===== src/rtl/fir_l2_out_serializer.sv =====
// Pair-to-sample serializer: buffers DEPTH {s0,s1} pairs from the two-sample
// FIR datapath and emits them one sample per beat, s0 first, under backpressure.
module fir_l2_out_serializer #(
  parameter int DATA_WIDTH = 16,
  parameter int DEPTH      = 4
) (
  input  logic                       clk,
  input  logic                       rst,
  input  logic                       flush,
  input  logic                       in_valid,
  output logic                       in_ready,
  input  logic [DATA_WIDTH-1:0]      in_s0,
  input  logic [DATA_WIDTH-1:0]      in_s1,
  output logic                       out_valid,
  input  logic                       out_ready,
  output logic [DATA_WIDTH-1:0]      out_data,
  output logic                       out_phase,
  output logic [$clog2(DEPTH):0]     level
);

  localparam int PW = $clog2(DEPTH);
  localparam int CW = PW + 1;

  // Handshakes: a pair moves when in_valid && in_ready at a rising edge; a sample
  // moves when out_valid && out_ready. in_ready/out_valid come from registered
  // count only, so neither side ever sees a combinational path from the other.
  typedef enum logic {
    PH_S0 = 1'b0,
    PH_S1 = 1'b1
  } phase_t;

  phase_t          phase, phase_next;
  logic [PW-1:0]   wr_ptr, wr_next;
  logic [PW-1:0]   rd_ptr, rd_next;
  logic [CW-1:0]   count, count_next;

  logic [DATA_WIDTH-1:0] mem_s0 [DEPTH];
  logic [DATA_WIDTH-1:0] mem_s1 [DEPTH];

  logic push;
  logic pop;
  logic pop_last;

  assign in_ready  = (count != CW'(DEPTH));
  assign out_valid = (count != '0);
  assign out_phase = (phase == PH_S1);
  assign level     = count;

  // Flush wins over both sides, so the pair offered in a flush cycle is dropped.
  assign push     = in_valid && in_ready && !flush;
  assign pop      = out_valid && out_ready;
  assign pop_last = pop && (phase == PH_S1);

  always_comb begin
    out_data = '0;
    if (out_valid) begin
      out_data = (phase == PH_S1) ? mem_s1[rd_ptr] : mem_s0[rd_ptr];
    end
  end

  always_comb begin
    phase_next = phase;
    wr_next    = wr_ptr;
    rd_next    = rd_ptr;
    count_next = count;
    if (flush) begin
      phase_next = PH_S0;
      wr_next    = '0;
      rd_next    = '0;
      count_next = '0;
    end else begin
      if (push) begin
        wr_next = wr_ptr + PW'(1);
      end
      if (pop) begin
        if (phase == PH_S0) begin
          phase_next = PH_S1;
        end else begin
          // The head pair is released only once its s1 has left.
          phase_next = PH_S0;
          rd_next    = rd_ptr + PW'(1);
        end
      end
      if (push && !pop_last) begin
        count_next = count + CW'(1);
      end else if (!push && pop_last) begin
        count_next = count - CW'(1);
      end
    end
  end

  always_ff @(posedge clk or negedge rst) begin
    if (!rst) begin
      phase  <= PH_S0;
      wr_ptr <= '0;
      rd_ptr <= '0;
      count  <= '0;
    end else begin
      phase  <= phase_next;
      wr_ptr <= wr_next;
      rd_ptr <= rd_next;
      count  <= count_next;
    end
  end

  // Sample storage is not reset; only valid entries are ever read out.
  always_ff @(posedge clk) begin
    if (push) begin
      mem_s0[wr_ptr] <= in_s0;
      mem_s1[wr_ptr] <= in_s1;
    end
  end

endmodule


===== config.mk =====
export PLATFORM = sky130hd
export DESIGN_NAME = fir_l2_out_serializer
export DESIGN_NICKNAME = d
export VERILOG_FILES = /design/src/rtl/fir_l2_out_serializer.sv
export SDC_FILE = /design/constraint.sdc
export NUM_CORES = 1
export LEC_CHECK = 0
export BUFFER_PORTS_ARGS = -buffer_cell sky130_fd_sc_hd__buf_2
export CAP_MARGIN = 20
export CORE_MARGIN = 2
export CORE_UTILIZATION = 30
export CTS_BUF_LIST = sky130_fd_sc_hd__clkbuf_4 sky130_fd_sc_hd__clkbuf_8 sky130_fd_sc_hd__clkbuf_16
export DETAILED_ROUTE_END_ITERATION = 12
export MAX_ROUTING_LAYER = met4
export PLACE_DENSITY = 0.47
export SLEW_MARGIN = 20
export SYNTH_ARGS = -nofsm -noshare
export SYNTH_HDL_FRONTEND = slang
export SYNTH_SLANG_ARGS = --single-unit

===== constraint.sdc =====
create_clock -name clk -period 2.6 [get_ports clk]
set_input_delay 0 -clock clk [delete_from_list [all_inputs] [get_ports clk]]
set_output_delay 0 -clock clk [all_outputs]
set_load 0.01 [all_outputs]

# Word level (Yosys, flattened, before mapping)
# Memory sizes are Yosys's and may differ from the RTL's.
# Cells that the tools add are included.
# totals
reg_bits,8
latchBits,0
mem_bits_rw,128
mem_bits_ro,0
input_bits,37
output_inout_bits,22
wordCells,41
n_memories,2
# mem_list
memory,words,word_bits,read_ports,rd_clocked_by_memory_dff,write_ports,line_no,text
mem_s0,4,16,1,0,1,37,logic [DATA_WIDTH-1:0] mem_s0 [DEPTH];
mem_s1,4,16,1,0,1,38,logic [DATA_WIDTH-1:0] mem_s1 [DEPTH];
# classes
n_addsub,4
multipliers,0
div_mod_pow,0
magnitude_cmp,0
n_eq_ne,1
shifts,0
n_mux,15
bitwise_logic,0
n_reduce_logical,15
# ops
cell,count
16-bit two-way mux,2
2-bit two-way mux,5
3-bit two-way mux,3
1-bit logical AND,6
2-bit nonzero test,3
3-bit nonzero test,2
1-bit two-way mux,5
2-bit by 1-bit adder with 2-bit output (second input constant),2
3-bit by 1-bit adder with 3-bit output (second input constant),1
1-bit logical NOT,3
3-bit inequality test (second input constant),1
3-bit by 1-bit subtractor with 3-bit output (second input constant),1
2-bit AND reduction,1

# Depth between registers and ports, before layout
# Gate-level depths: netlist of run 1.
# logic_depth
ltp_word,8
ltp_mapped,7
depth_no_buf,6

# Worst setup path before layout of run 1
# Ideal clock, no wire load.
# synth_path
path_type,reg2reg
startpoint,"reg count[2], in the netlist level[2]"
endpoint,"mem mem_s0[0][0], enable pin"
arrival_time_ns,1.673
required_ns,2.208
setup_slack_ns,0.535
stages_incl_launch_ff,5
cell_sequence,dfrtp_1 buf_6 nor3b_4 nor2_1 and2_1
# synth_between
elab_chain_cells,5
# synth_rtl
element,line_no,text
from (decl),35,"logic [CW-1:0] count, count_next;"
from (signal assigned),102,count <= count_next;
3-bit inequality test,44,assign in_ready = (count != CW'(DEPTH));
1-bit logical AND (2 in series),50,assign push = in_valid && in_ready && !flush;
1-bit two-way mux,108,if (push) begin
1-bit two-way mux (implied by the code),109,mem_s0[wr_ptr] <= in_s0;
to (decl),37,
# Every way passes these cells.

# Final worst setup path of run 1
# layout_path
startpoint,"reg count[1], in the netlist level[1]"
endpoint,"reg count[2], in the netlist level[2]"
# layout_between
elab_chain_cells,7
# layout_rtl
element
branches (longest 7 deep; another with 3-bit by 1-bit subtractor with 3-bit output)
# Several ways; the timed one is not identified. The select of a mux whose other input is x is not followed.
# A chain may end at the register's enable or synchronous reset.

==> impl_metrics.prom, run 1 <==
# TYPE chip_impl_metric gauge
chip_impl_metric{name="antenna_violating_nets_post_route",unit=""} 0
chip_impl_metric{name="p_seq_share",unit="%"} 42.9
chip_impl_metric{name="p_switching",unit="mW"} 1.67
chip_impl_info{name="critPathLaunch",value="level[1]"} 1
chip_impl_metric{name="dr.pass1.iters",unit=""} 6
chip_impl_metric{name="ir_worst_vdd",unit="mV"} 0.458
chip_impl_metric{name="cp_data_arrival_time",unit="ps"} 2340
chip_impl_metric{name="synthToLayoutAreaGrowth",unit="%"} 28.1
chip_impl_metric{name="design_power_total",unit="mW"} 6.15
chip_impl_metric{name="clock_power_share",unit="%"} 35.2
chip_impl_metric{name="grt_max_degree",unit=""} 35
chip_impl_info{name="tritoncts",value="done"} 1
chip_impl_metric{name="max-cap-violations",unit=""} 0
chip_impl_metric{name="power_density",unit="nW/µm²"} 876
chip_impl_metric{name="layoutNonFillerInstCount",unit=""} 626
chip_impl_metric{name="die_width",unit="µm"} 139
chip_impl_metric{name="fin_worst_skew",unit="ps"} 16.1
chip_impl_info{name="synth_area_leader_cell",value="edfxtp_1"} 1
chip_impl_metric{name="clock_tree.htree_level_count",unit=""} 4
chip_impl_metric{name="design.die.area",unit="µm²"} 19300
chip_impl_metric{name="cts_num_sinks",unit=""} 136
chip_impl_metric{name="groute.layer.met1.usage",unit="%"} 16.1
chip_impl_metric{name="slew_viol_final",unit=""} 0
chip_impl_metric{name="period_share",unit="%"} 79.6
chip_impl_metric{name="post_synthesis_average_cell_area",unit="µm²"} 20.1
chip_impl_metric{name="cts_setup_buffers",unit=""} 0
chip_impl_info{name="critical_path.slowest_cell",value="dfrtp_1"} 1
chip_impl_metric{name="synth_edf_count",unit=""} 128
chip_impl_metric{name="relSlewSlack",unit="%"} 62.3
chip_impl_metric{name="power.share.combinational",unit="%"} 21.9
chip_impl_info{name="startpoint_kind_of_the_worst_setup_timing_path",value="register"} 1
chip_impl_metric{name="gr-usage-met2",unit="%"} 20.1
chip_impl_metric{name="min_period",unit="ps"} 2070
chip_impl_metric{name="fmax",unit="MHz"} 483
chip_impl_metric{name="critical_path.n_buffers_inverters",unit=""} 0
chip_impl_metric{name="detailedRoute.firstIterationViolations",unit=""} 141
chip_impl_metric{name="rows",unit=""} 49
chip_impl_metric{name="asr_flop_ratio_synth",unit="%"} 5.88
chip_impl_metric{name="clockBufferDepth",unit=""} 2
chip_impl_metric{name="die_y",unit="µm"} 139
chip_impl_metric{name="power.leakage",unit="nW"} 2.41
chip_impl_metric{name="avgRoutedWirePerCell",unit="µm"} 18.3
chip_impl_metric{name="netlist_instances",unit=""} 273
chip_impl_info{name="grt_setup_unrepaired",value="no"} 1
chip_impl_metric{name="grt_antenna_before_repair",unit=""} 0
chip_impl_info{name="synthTopCellsByCount",value="128 x edfxtp_1, 32 x mux4_2, 23 x nor2_1"} 1
chip_impl_info{name="worst_hold_startpoint",value="in_s1[5]"} 1
chip_impl_metric{name="drt-vias-per-instance",unit=""} 4.62
chip_impl_metric{name="place_ws",unit="ps"} 492
chip_impl_metric{name="route.detailed.drc",unit=""} 0
chip_impl_info{name="cts-root-buf",value="clkbuf_16"} 1
chip_impl_metric{name="vias_in_the_first_global_route",unit=""} 3142
chip_impl_metric{name="gp_congestion",unit=""} 0.798
chip_impl_metric{name="core_area",unit="µm²"} 18000
chip_impl_metric{name="number_of_buffers_created_by_cts",unit=""} 17
chip_impl_info{name="worst_hold_path_type",value="input pin to register"} 1
chip_impl_metric{name="critical_path_peak_fanout",unit=""} 9
chip_impl_metric{name="setup-tns-final",unit="ps"} 0
chip_impl_metric{name="antennaDiodeCount",unit=""} 0
chip_impl_info{name="synth.most_common_cell",value="edfxtp_1"} 1
chip_impl_metric{name="sequential_fraction_of_the_synthesis_area",unit="%"} 73.9
chip_impl_metric{name="synth_warnings",unit=""} 0
chip_impl_metric{name="setup_viol_count_final",unit=""} 0
chip_impl_info{name="path_delay_family",value="compound AO/OA/AOI/OAI gates"} 1
chip_impl_metric{name="ctsResizeCount",unit=""} 0
chip_impl_metric{name="totalWireLength",unit="mm"} 11.4
chip_impl_metric{name="worst_slack",unit="ps"} 532
chip_impl_metric{name="routed-via-count",unit=""} 2890
chip_impl_metric{name="max_slew.worst_pin.slew",unit="ps"} 558
chip_impl_metric{name="floorplan.initialDensity",unit="%"} 30.5
chip_impl_info{name="critical_r2r_launch",value="level[1]"} 1
chip_impl_metric{name="setup.reg_to_reg.worst_slack",unit="ps"} 530
chip_impl_info{name="synth_top_cells_by_area",value="edfxtp_1 70%, mux4_2 13%, dfrtp_1 3.7%"} 1
chip_impl_metric{name="switching_part_of_the_total_power",unit="%"} 27.1
chip_impl_metric{name="final_core_util",unit="%"} 39.0
chip_impl_metric{name="worst-endpoint-required",unit="ps"} 2870
chip_impl_metric{name="synth.cell_area",unit="µm²"} 5480
chip_impl_info{name="critical_path.cell_chain",value="o311a_1 -> nor3_1 -> fa_1 -> or2b_1 -> o31ai_1 -> a2111oi_0"} 1
chip_impl_metric{name="timing_hold_violations_final",unit=""} 0
chip_impl_metric{name="port_buffers",unit=""} 58
chip_impl_metric{name="path_clk_slew",unit="ps"} 60
chip_impl_metric{name="synth_top_cell_area_share",unit="%"} 70.2
chip_impl_metric{name="dp.cells",unit=""} 556
chip_impl_metric{name="nets",unit=""} 426
chip_impl_metric{name="detailed_place_hpwl",unit="mm"} 6.89
chip_impl_metric{name="worst_skew_pair.late_latency",unit="ps"} 410
chip_impl_metric{name="ys_types",unit=""} 37
chip_impl_metric{name="grt_overflow_total",unit=""} 0
chip_impl_metric{name="ioPinCount",unit=""} 59
chip_impl_metric{name="grt_pass1_wl",unit="mm"} 17.8
chip_impl_info{name="ys.flop_type",value="edfxtp_1"} 1
chip_impl_metric{name="syn_nets",unit=""} 315
chip_impl_metric{name="grtUsageTotal",unit="%"} 12.9
chip_impl_metric{name="cellInternalPower",unit="mW"} 4.48
chip_impl_metric{name="synth_seq_cells",unit=""} 136
chip_impl_info{name="grt_busiest_layer",value="met2"} 1
chip_impl_metric{name="critPathMaxStageDelay",unit="ps"} 490
chip_impl_info{name="critical_path_class",value="register to register"} 1
chip_impl_metric{name="use_met3",unit="%"} 3.76
chip_impl_metric{name="share_of_layout_cells_above_drive_strength_1",unit="%"} 35.0
chip_impl_info{name="setup.worst_path.end_class",value="register"} 1
chip_impl_metric{name="cts.hold.buffers_added",unit=""} 38
chip_impl_info{name="status",value="complete, no violations"} 1
==> state kept, by name, summed over array words and instances (netlist names) <==
signal,cells
level,3
mem_s0,64
mem_s1,64
out_phase,1
rd_ptr,2
wr_ptr,2
==> power by group through the flow <==
stage	sequential (mW)	combinational, mW	clock [mW]
floorplan	2.65	0.865	0
global placement	2.67	1.33	0
detailed placement	2.68	1.34	0
CTS	2.64	1.39	2.22
global route	2.66	1.48	2.33
finish	2.64	1.34	2.17
==> metrics by stage <==
step / instance area [µm²] / hold WS (ps)
detailed placement: 6100 / -139
global route: 7010 / 343
global placement: 6100 / -134
floorplan: 5480 / -296
finish: 7010 / 334
CTS: 7010 / 325
==> layer usage <==
metal / vias up / wire [µm]
met2: 57 / 5820
li1: 1323 / -
met4: 0 / 116
met3: 6 / 377
met1: 1504 / 5130
met5: - / 0
==> cells by family (layout without fill, tap and decap cells) <==
group	count (synthesis)	after routing	share of synthesized area [%]
XOR/XNOR	1	1	0.160
flip-flops	136	136	73.9
adder cells (fa/ha/maj)	5	5	1.28
AND/OR/NAND/NOR	42	42	3.86
buffers and inverters	23	147	2.29
multiplexers	50	50	16.5
AO/OA/AOI/OAI	16	16	2.06
==> cells in the final DEF, fill, tap and decap left out, types with 3 or more instances in the layout <==
master	n
buf_4	7
dlygate4sd3_1	38
inv_1	7
nand2_1	3
edfxtp_1	128
buf_12	4
clkbuf_16	17
clkinvlp_4	3
buf_2	58
mux4_2	32
clkbuf_4	4
mux2i_1	16
nor2_1	23
ha_1	4
and2_2	4
clkinv_1	4
a21oi_1	5
clkinv_2	3
dfrtp_1	7
o21ai_0	3
==> area by class of cell <==
cell class | instances | area (µm²)
clock buffers | 21 | 455
clock inverters | 11 | 82.6
fillers | 1657 | 10900
inverters | 8 | 30.0
multi-input cells | 114 | 1310
flip-flops and latches | 136 | 4050
well taps | 229 | 287
repair buffers | 107 | 803
==> worst paths after layout <==
kind / cells after the start / end
setup / recovery: 6 / level[2]
hold / removal: 2 / mem_s1[3][5]
setup reg to reg: 6 / level[2]
hold reg to reg: 2 / wr_ptr[0]
max in group asynchronous: 3 / rd_ptr[0]
min in group asynchronous: 3 / rd_ptr[1]
Power figures use the tool's default switching activity.
==> run 2, diff against run 1 <==
Settings changed: ABC_AREA set to 1.
Clock period 2.6 ns to 1.95 ns, I/O delays scaled along.
==> run 2 against run 1 <==
  * Critical path depth up 3
  * Clock power is 52% higher
  * Count of clock-buffer cells in the layout is 4 lower
  * Sequential cell count stayed put
  * Worst setup slack got worse by 500 ps
  * Worst hold slack got worse by 7.9 ps
  * Register-to-register slack lost 450 ps
  * Critical path type is now register to output port
  * Critical endpoint is now out_data[9]
  * Largest cell class unchanged
==> impl_metrics.prom, run 2 <==
# TYPE chip_impl_metric gauge
chip_impl_metric{name="fmax",unit="MHz"} 521
chip_impl_info{name="critical_path.cell_chain",value="buf_4 -> buf_6 -> nor2_1 -> nor2_1 -> o21ai_1 -> nand3_1 -> nand2_1 -> a31oi_1 -> buf_2"} 1
chip_impl_metric{name="setup_viol_count_final",unit=""} 0
chip_impl_metric{name="route.detailed.drc",unit=""} 0
chip_impl_metric{name="grt_max_degree",unit=""} 34
chip_impl_metric{name="period_share",unit="%"} 98.4
chip_impl_metric{name="slew_viol_final",unit=""} 0
chip_impl_metric{name="worst-r2r-cell-count",unit=""} 13
chip_impl_info{name="synth.most_common_cell",value="nor2_1"} 1
chip_impl_metric{name="synth_edf_count",unit=""} 128
chip_impl_metric{name="grt_antenna_before_repair",unit=""} 0
chip_impl_metric{name="floorplan.initialDensity",unit="%"} 30.7
chip_impl_metric{name="final_core_util",unit="%"} 41.8
chip_impl_info{name="worst_hold_path_type",value="input pin to register"} 1
chip_impl_metric{name="synth_top_cell_area_share",unit="%"} 69.5
chip_impl_metric{name="asr_flop_ratio_synth",unit="%"} 5.88
chip_impl_metric{name="grt_overflow_total",unit=""} 0
chip_impl_info{name="tritoncts",value="done"} 1
chip_impl_info{name="hold_path_end",value="mem_s0[2][3]"} 1
chip_impl_metric{name="port_buffers",unit=""} 58
chip_impl_metric{name="clock_tree.htree_level_count",unit=""} 4
chip_impl_metric{name="syn_nets",unit=""} 503
chip_impl_metric{name="detailedRoute.firstIterationViolations",unit=""} 225
chip_impl_metric{name="cts_num_sinks",unit=""} 136
chip_impl_metric{name="ir_worst_vdd",unit="mV"} 0.598
chip_impl_metric{name="routed-via-count",unit=""} 3855
chip_impl_metric{name="worst-endpoint-required",unit="ps"} 1950
chip_impl_info{name="cts-root-buf",value="clkbuf_16"} 1
chip_impl_metric{name="dr.pass1.iters",unit=""} 4
chip_impl_metric{name="relSlewSlack",unit="%"} 72.7
chip_impl_info{name="startpoint_kind_of_the_worst_setup_timing_path",value="register"} 1
chip_impl_metric{name="antenna_violating_nets_post_route",unit=""} 0
chip_impl_metric{name="fin_worst_skew",unit="ps"} 11.7
chip_impl_metric{name="core_area",unit="µm²"} 18000
chip_impl_metric{name="gr-usage-met2",unit="%"} 21.6
chip_impl_info{name="crit-reg2reg-capture",value="level[2]"} 1
chip_impl_metric{name="share_of_layout_cells_above_drive_strength_1",unit="%"} 24.0
chip_impl_metric{name="path_clk_slew",unit="ps"} 60
chip_impl_metric{name="whs",unit="ps"} 326
chip_impl_metric{name="synth_warnings",unit=""} 0
chip_impl_metric{name="gp_congestion",unit=""} 0.725
chip_impl_info{name="grt_busiest_layer",value="met2"} 1
chip_impl_info{name="synth_area_leader_cell",value="edfxtp_1"} 1
chip_impl_info{name="synthTopCellsByCount",value="135 x nor2_1, 128 x edfxtp_1, 39 x o21ai_0"} 1
chip_impl_info{name="critical_path_class",value="register to output port"} 1
chip_impl_metric{name="setup-tns-final",unit="ps"} 0
chip_impl_metric{name="avgRoutedWirePerCell",unit="µm"} 17.1
chip_impl_info{name="grt_setup_unrepaired",value="yes"} 1
chip_impl_metric{name="layoutNonFillerInstCount",unit=""} 821
chip_impl_info{name="worst_hold_startpoint",value="in_s0[3]"} 1
chip_impl_metric{name="synth.cell_area",unit="µm²"} 5530
chip_impl_metric{name="sequential_fraction_of_the_synthesis_area",unit="%"} 73.1
chip_impl_metric{name="netlist_instances",unit=""} 461
chip_impl_metric{name="multi_input_comb_area",unit="µm²"} 1370
chip_impl_metric{name="post_synthesis_average_cell_area",unit="µm²"} 12.0
chip_impl_metric{name="ys_types",unit=""} 22
chip_impl_info{name="synth_top_cells_by_area",value="edfxtp_1 69%, nor2_1 9.2%, dfrtp_1 3.6%"} 1
chip_impl_metric{name="design.die.area",unit="µm²"} 19500
chip_impl_metric{name="synthToLayoutAreaGrowth",unit="%"} 36.2
chip_impl_metric{name="place_ws",unit="ps"} -51.9
chip_impl_metric{name="antennaDiodeCount",unit=""} 0
chip_impl_metric{name="power_density",unit="nW/µm²"} 1180
chip_impl_metric{name="synth_seq_cells",unit=""} 136
chip_impl_info{name="critical_path.slowest_cell",value="dfrtp_4"} 1
chip_impl_metric{name="power.leakage",unit="nW"} 2.80
chip_impl_metric{name="totalWireLength",unit="mm"} 14.1
chip_impl_info{name="most_common_library_cell_in_the_layout_ignoring_fill_and_taps",value="edfxtp_1"} 1
chip_impl_metric{name="detailed_place_hpwl",unit="mm"} 7.42
chip_impl_metric{name="grt_pass1_wl",unit="mm"} 21.0
chip_impl_metric{name="max_slew.worst_pin.slew",unit="ps"} 408
chip_impl_metric{name="max-cap-violations",unit=""} 0
chip_impl_info{name="status",value="complete, no violations"} 1
chip_impl_info{name="crit_top_cell",value="nor2_1"} 1
chip_impl_metric{name="worst_slack",unit="ps"} 30.6
chip_impl_metric{name="setup.reg_to_reg.worst_slack",unit="ps"} 80
chip_impl_metric{name="groute.layer.met1.usage",unit="%"} 20.3
chip_impl_metric{name="drt-vias-per-instance",unit=""} 4.70
chip_impl_metric{name="dp.cells",unit=""} 737
chip_impl_metric{name="clockBufferDepth",unit=""} 2
chip_impl_metric{name="grtUsageTotal",unit="%"} 14.7
chip_impl_metric{name="nets",unit=""} 621
chip_impl_info{name="setup.worst_path.end_class",value="output port"} 1
chip_impl_metric{name="holdPathStages",unit=""} 2
chip_impl_metric{name="critical_path_peak_fanout",unit=""} 8
chip_impl_metric{name="rows",unit=""} 49
chip_impl_info{name="most-common-layout-cells",value="128 x edfxtp_1, 127 x nor2_1, 58 x buf_2"} 1
chip_impl_metric{name="timing_hold_violations_final",unit=""} 0
chip_impl_metric{name="number_of_buffers_created_by_cts",unit=""} 17
chip_impl_metric{name="ioPinCount",unit=""} 59
chip_impl_metric{name="min_period",unit="ps"} 1920
chip_impl_info{name="critical_r2r_launch",value="level[0]"} 1
chip_impl_metric{name="seqCellArea",unit="µm²"} 4050
chip_impl_metric{name="nFillCells",unit=""} 1700
chip_impl_metric{name="worst_skew_pair.late_latency",unit="ps"} 420
chip_impl_metric{name="use_met3",unit="%"} 3.03
chip_impl_metric{name="critPathMaxStageDelay",unit="ps"} 570
chip_impl_metric{name="cp_data_arrival_time",unit="ps"} 1920
chip_impl_info{name="ys.flop_type",value="edfxtp_1"} 1
chip_impl_metric{name="vias_in_the_first_global_route",unit=""} 3735
chip_impl_metric{name="die_y",unit="µm"} 140
chip_impl_metric{name="die_width",unit="µm"} 140
[run 2: cell count changes in the layout (fill, tap and decap cells not counted), sizes merged, moves of 20 or more]
cell | before | now
nor2 | 23 | 136
nand3 | 2 | 22
o21ai | 3 | 69
mux4 | 32 | 0
nand2 | 3 | 31
[run 2: routing by layer]
| layer | vias up | wire (µm) |
|---|---|---|
| met2 | 88 | 6610 |
| met4 | 0 | 191 |
| met3 | 16 | 526 |
| met5 | - | 0 |
| li1 | 1866 | - |
| met1 | 1885 | 6730 |
[run 2: worst max-delay path by stage]
stage                          from      endpoint  cells past startpoint
after CTS                  level[1]      level[2]                     13
after global placement     level[1]      level[2]                     13
after floorplan            level[2]  mem_s0[0][0]                      3
final                     rd_ptr[0]   out_data[9]                      9
after detailed placement   level[1]      level[2]                     13
after global routing      rd_ptr[0]  out_data[10]                      9
[run 2: critical path: cells and delay by family, from the launching register on]
| family | cells | cell delay (ps) |
|---|---|---|
| simple gates | 4 | 340 |
| compound gates | 2 | 140 |
| buf+inv | 3 | 450 |
| flops | 1 | 570 |
[run 2: cell type report]
| type | instances | share of cell area (%) |
|---|---|---|
| clock buffer | 17 | 5.65 |
| multi-input combinational | 284 | 18.2 |
| inverter | 15 | 0.897 |
| timing repair buffer | 125 | 15.2 |
| tap | 229 | 3.80 |
| clock inverter | 15 | 2.52 |
| sequential | 136 | 53.7 |
[run 2: logic make-up after synthesis]
logic type / synth area share, %
AOI/OAI and AO/OA: 8.32
xor gates and xnor gates: 0.158
adders and majority gates: 1.27
buffers and inverters: 3.64
DFF: 73.1
and+or+nand+nor: 13.5
[run 2: power breakdown]
part | switching (mW) | internal (mW)
registers | 0.0853 | 3.40
logic | 1.24 | 0.836
clock network | 1.26 | 2.04
total | 2.58 | 6.27
[run 2: through the flow]
step	cell area [µm²]	total power, mW
2_1_floorplan	5540	4.53
3_3_place_gp	6210	5.27
3_5_place_dp	6210	5.27
4_1_cts	7310	8.76
5_1_grt	7530	9.25
6_report	7530	8.85
[run 2: what timing repair did]
item,in CTS,in global routing
pin swaps,0,9
hold buffers,38,0
endpoints found under the hold margin,143,0
cloned,2,7
setup buffers,2,3
resized for setup,6,23
setup endpoints to repair,13,15
==> run 3, diff against run 2 <==
Settings changed: PLACE_DENSITY 0.47 to 0.42.
==> run 3 against run 2 <==
  * Total power is 0.57% higher
  * Sequential share of layout area decreased by 0.95 points
  * Cell area grew 1.8%
  * Worst setup slack improved by 18 ps
  * Routed wire length up 1.4%
  * Largest cell class unchanged
  * Highest routed layer unchanged
  * Combinational power increased by 9.7%
  * Register-to-register slack better by 40 ps
  * Fmax increased by 0.94%
==> impl_metrics.prom, run 3 (synthesis gave the netlist of run 2 again) <==
# TYPE chip_impl_metric gauge
chip_impl_metric{name="power.leakage",unit="nW"} 2.84
chip_impl_metric{name="route.detailed.drc",unit=""} 0
chip_impl_metric{name="grt_overflow_total",unit=""} 0
chip_impl_metric{name="nets",unit=""} 624
chip_impl_metric{name="place_ws",unit="ps"} 6.59
chip_impl_metric{name="timing_hold_violations_final",unit=""} 0
chip_impl_metric{name="max_slew.worst_pin.slew",unit="ps"} 375
chip_impl_metric{name="number_of_buffers_created_by_cts",unit=""} 17
chip_impl_info{name="critical_r2r_launch",value="level[1]"} 1
chip_impl_metric{name="gp_congestion",unit=""} 0.737
chip_impl_metric{name="fmax",unit="MHz"} 526
chip_impl_metric{name="setup.reg_to_reg.worst_slack",unit="ps"} 120
chip_impl_info{name="critical_path_class",value="register to output port"} 1
chip_impl_metric{name="min_period",unit="ps"} 1900
chip_impl_info{name="worst_hold_path_type",value="input pin to register"} 1
chip_impl_metric{name="detailed_place_hpwl",unit="mm"} 7.60
chip_impl_metric{name="avgRoutedWirePerCell",unit="µm"} 17.3
chip_impl_metric{name="critical_path_peak_fanout",unit=""} 6
chip_impl_metric{name="ioPinCount",unit=""} 59
chip_impl_metric{name="setup-tns-final",unit="ps"} 0
chip_impl_metric{name="grt_antenna_before_repair",unit=""} 0
chip_impl_metric{name="path_clk_slew",unit="ps"} 60
chip_impl_metric{name="worst-endpoint-required",unit="ps"} 1950
chip_impl_info{name="worst_hold_startpoint",value="in_s0[2]"} 1
chip_impl_metric{name="period_share",unit="%"} 97.5
chip_impl_info{name="status",value="complete, no violations"} 1
chip_impl_metric{name="max-cap-violations",unit=""} 0
chip_impl_info{name="setup.worst_path.end_class",value="output port"} 1
chip_impl_metric{name="grtUsageTotal",unit="%"} 14.8
chip_impl_metric{name="fin_worst_skew",unit="ps"} 4.01
chip_impl_info{name="tritoncts",value="done"} 1
chip_impl_info{name="critPathLaunch",value="rd_ptr[0]"} 1
chip_impl_metric{name="worst-r2r-cell-count",unit=""} 13
chip_impl_metric{name="rows",unit=""} 49
chip_impl_metric{name="core_area",unit="µm²"} 18000
chip_impl_metric{name="synthToLayoutAreaGrowth",unit="%"} 38.6
chip_impl_info{name="crit-reg2reg-capture",value="level[2]"} 1
chip_impl_metric{name="antenna_violating_nets_post_route",unit=""} 0
chip_impl_metric{name="vias_in_the_first_global_route",unit=""} 3686
chip_impl_metric{name="drt-vias-per-instance",unit=""} 4.66
chip_impl_metric{name="nFillCells",unit=""} 1694
chip_impl_metric{name="antennaDiodeCount",unit=""} 0
chip_impl_info{name="most-common-layout-cells",value="128 x edfxtp_1, 127 x nor2_1, 57 x buf_2"} 1
chip_impl_metric{name="routed-via-count",unit=""} 3841
chip_impl_metric{name="totalWireLength",unit="mm"} 14.3
chip_impl_metric{name="die_width",unit="µm"} 140
chip_impl_metric{name="port_buffers",unit=""} 58
chip_impl_metric{name="relSlewSlack",unit="%"} 74.9
chip_impl_metric{name="slew_viol_final",unit=""} 0
chip_impl_metric{name="grt_pass1_wl",unit="mm"} 21.2
chip_impl_metric{name="clock_tree.htree_level_count",unit=""} 4
chip_impl_metric{name="ir_worst_vdd",unit="mV"} 0.651
chip_impl_info{name="startpoint_kind_of_the_worst_setup_timing_path",value="register"} 1
chip_impl_metric{name="setup_viol_count_final",unit=""} 0
chip_impl_metric{name="design.die.area",unit="µm²"} 19500
chip_impl_metric{name="power_density",unit="nW/µm²"} 1160
chip_impl_metric{name="detailedRoute.firstIterationViolations",unit=""} 275
chip_impl_metric{name="holdPathStages",unit=""} 2
chip_impl_metric{name="floorplan.initialDensity",unit="%"} 30.7
chip_impl_metric{name="cts_num_sinks",unit=""} 136
chip_impl_info{name="most_common_library_cell_in_the_layout_ignoring_fill_and_taps",value="edfxtp_1"} 1
chip_impl_info{name="grt_setup_unrepaired",value="yes"} 1
chip_impl_metric{name="clockBufferDepth",unit=""} 2
chip_impl_metric{name="worst_skew_pair.late_latency",unit="ps"} 410
chip_impl_metric{name="die_y",unit="µm"} 140
chip_impl_info{name="cts-root-buf",value="clkbuf_16"} 1
chip_impl_metric{name="cp_data_arrival_time",unit="ps"} 1900
chip_impl_metric{name="dr.pass1.iters",unit=""} 4
chip_impl_metric{name="grt_max_degree",unit=""} 39
chip_impl_metric{name="share_of_layout_cells_above_drive_strength_1",unit="%"} 27.4
chip_impl_metric{name="whs",unit="ps"} 341
chip_impl_info{name="hold_path_end",value="mem_s0[0][2]"} 1
chip_impl_metric{name="worst_slack",unit="ps"} 48.4
==> run 3: changes by cell type in the layout (fill, tap and decap cells not counted), sizes merged <==
cell         delta
clkinv          +4
clkbuf          +3
dlygate4sd3     -1
clkinvlp        +2
buf             +1
inv             -6
==> run 3: layout make-up <==
type,instances,area (µm²),area share [%]
clock buffer,17,425,5.55
timing repair buffer,128,1230,16.1
clock inverter,15,160,2.09
tap,229,287,3.74
inverter,15,68.8,0.898
multi-input combinational,284,1450,18.9
sequential,136,4050,52.8
==> run 3: metrics by stage <==
stage | instances | power, mW | area [µm²] | utilization [%]
final | 824 | 8.90 | 7670 | 42.5
after global routing | 824 | 9.36 | 7670 | 42.5
after CTS | 809 | 8.59 | 7200 | 39.9
after detailed placement | 738 | 5.29 | 6190 | 34.3
after global placement | 738 | 5.27 | 6190 | 34.3
after floorplan | 461 | 4.53 | 5540 | -
==> run 3: critical path, stage by stage (launching register included) <==
cell        delay (ps)
dfrtp_2            440
clkinvlp_4         160
buf_12             170
clkbuf_16          160
o21ai_1            120
nand3_1            100
nand2_1            130
a31oi_1             60
buf_2              150
==> run 3: report_power, final <==
group / internal (mW) / leakage (nW) / switching (mW) / total, mW
combinational: 0.947 / 1.29 / 1.32 / 2.27
clock: 1.99 / 0.287 / 1.17 / 3.16
sequential: 3.40 / 1.26 / 0.0767 / 3.47
==> run 3: repair_timing <==
item | CTS | global route
hold buffers | 37 | 0
cloned | 0 | 8
buffers inserted | 2 | 7
setup endpoints to repair | 17 | 16
pin swaps | 0 | 5
hold endpoints to repair | 143 | 0
gates resized for setup | 5 | 62
==> run 3: worst max path at each step <==
stage	to	slack [ps]	depth (start not counted)
6_report	out_data[8]	50	8
5_1_grt	out_data[13]	-40	6
4_1_cts	out_data[3]	-10	8
3_5_place_dp	level[2]	7	13
3_3_place_gp	level[2]	70	13
2_1_floorplan	mem_s0[0][0]	-170	3
==> run 3: per-layer routing <==
layer	up-vias	track usage (%)	wire [µm]
met3	9	3.48	516
met4	0	4.74	113
li1	1866	-	-
met5	-	-	0
met2	72	21.8	6570
met1	1894	20.4	7060
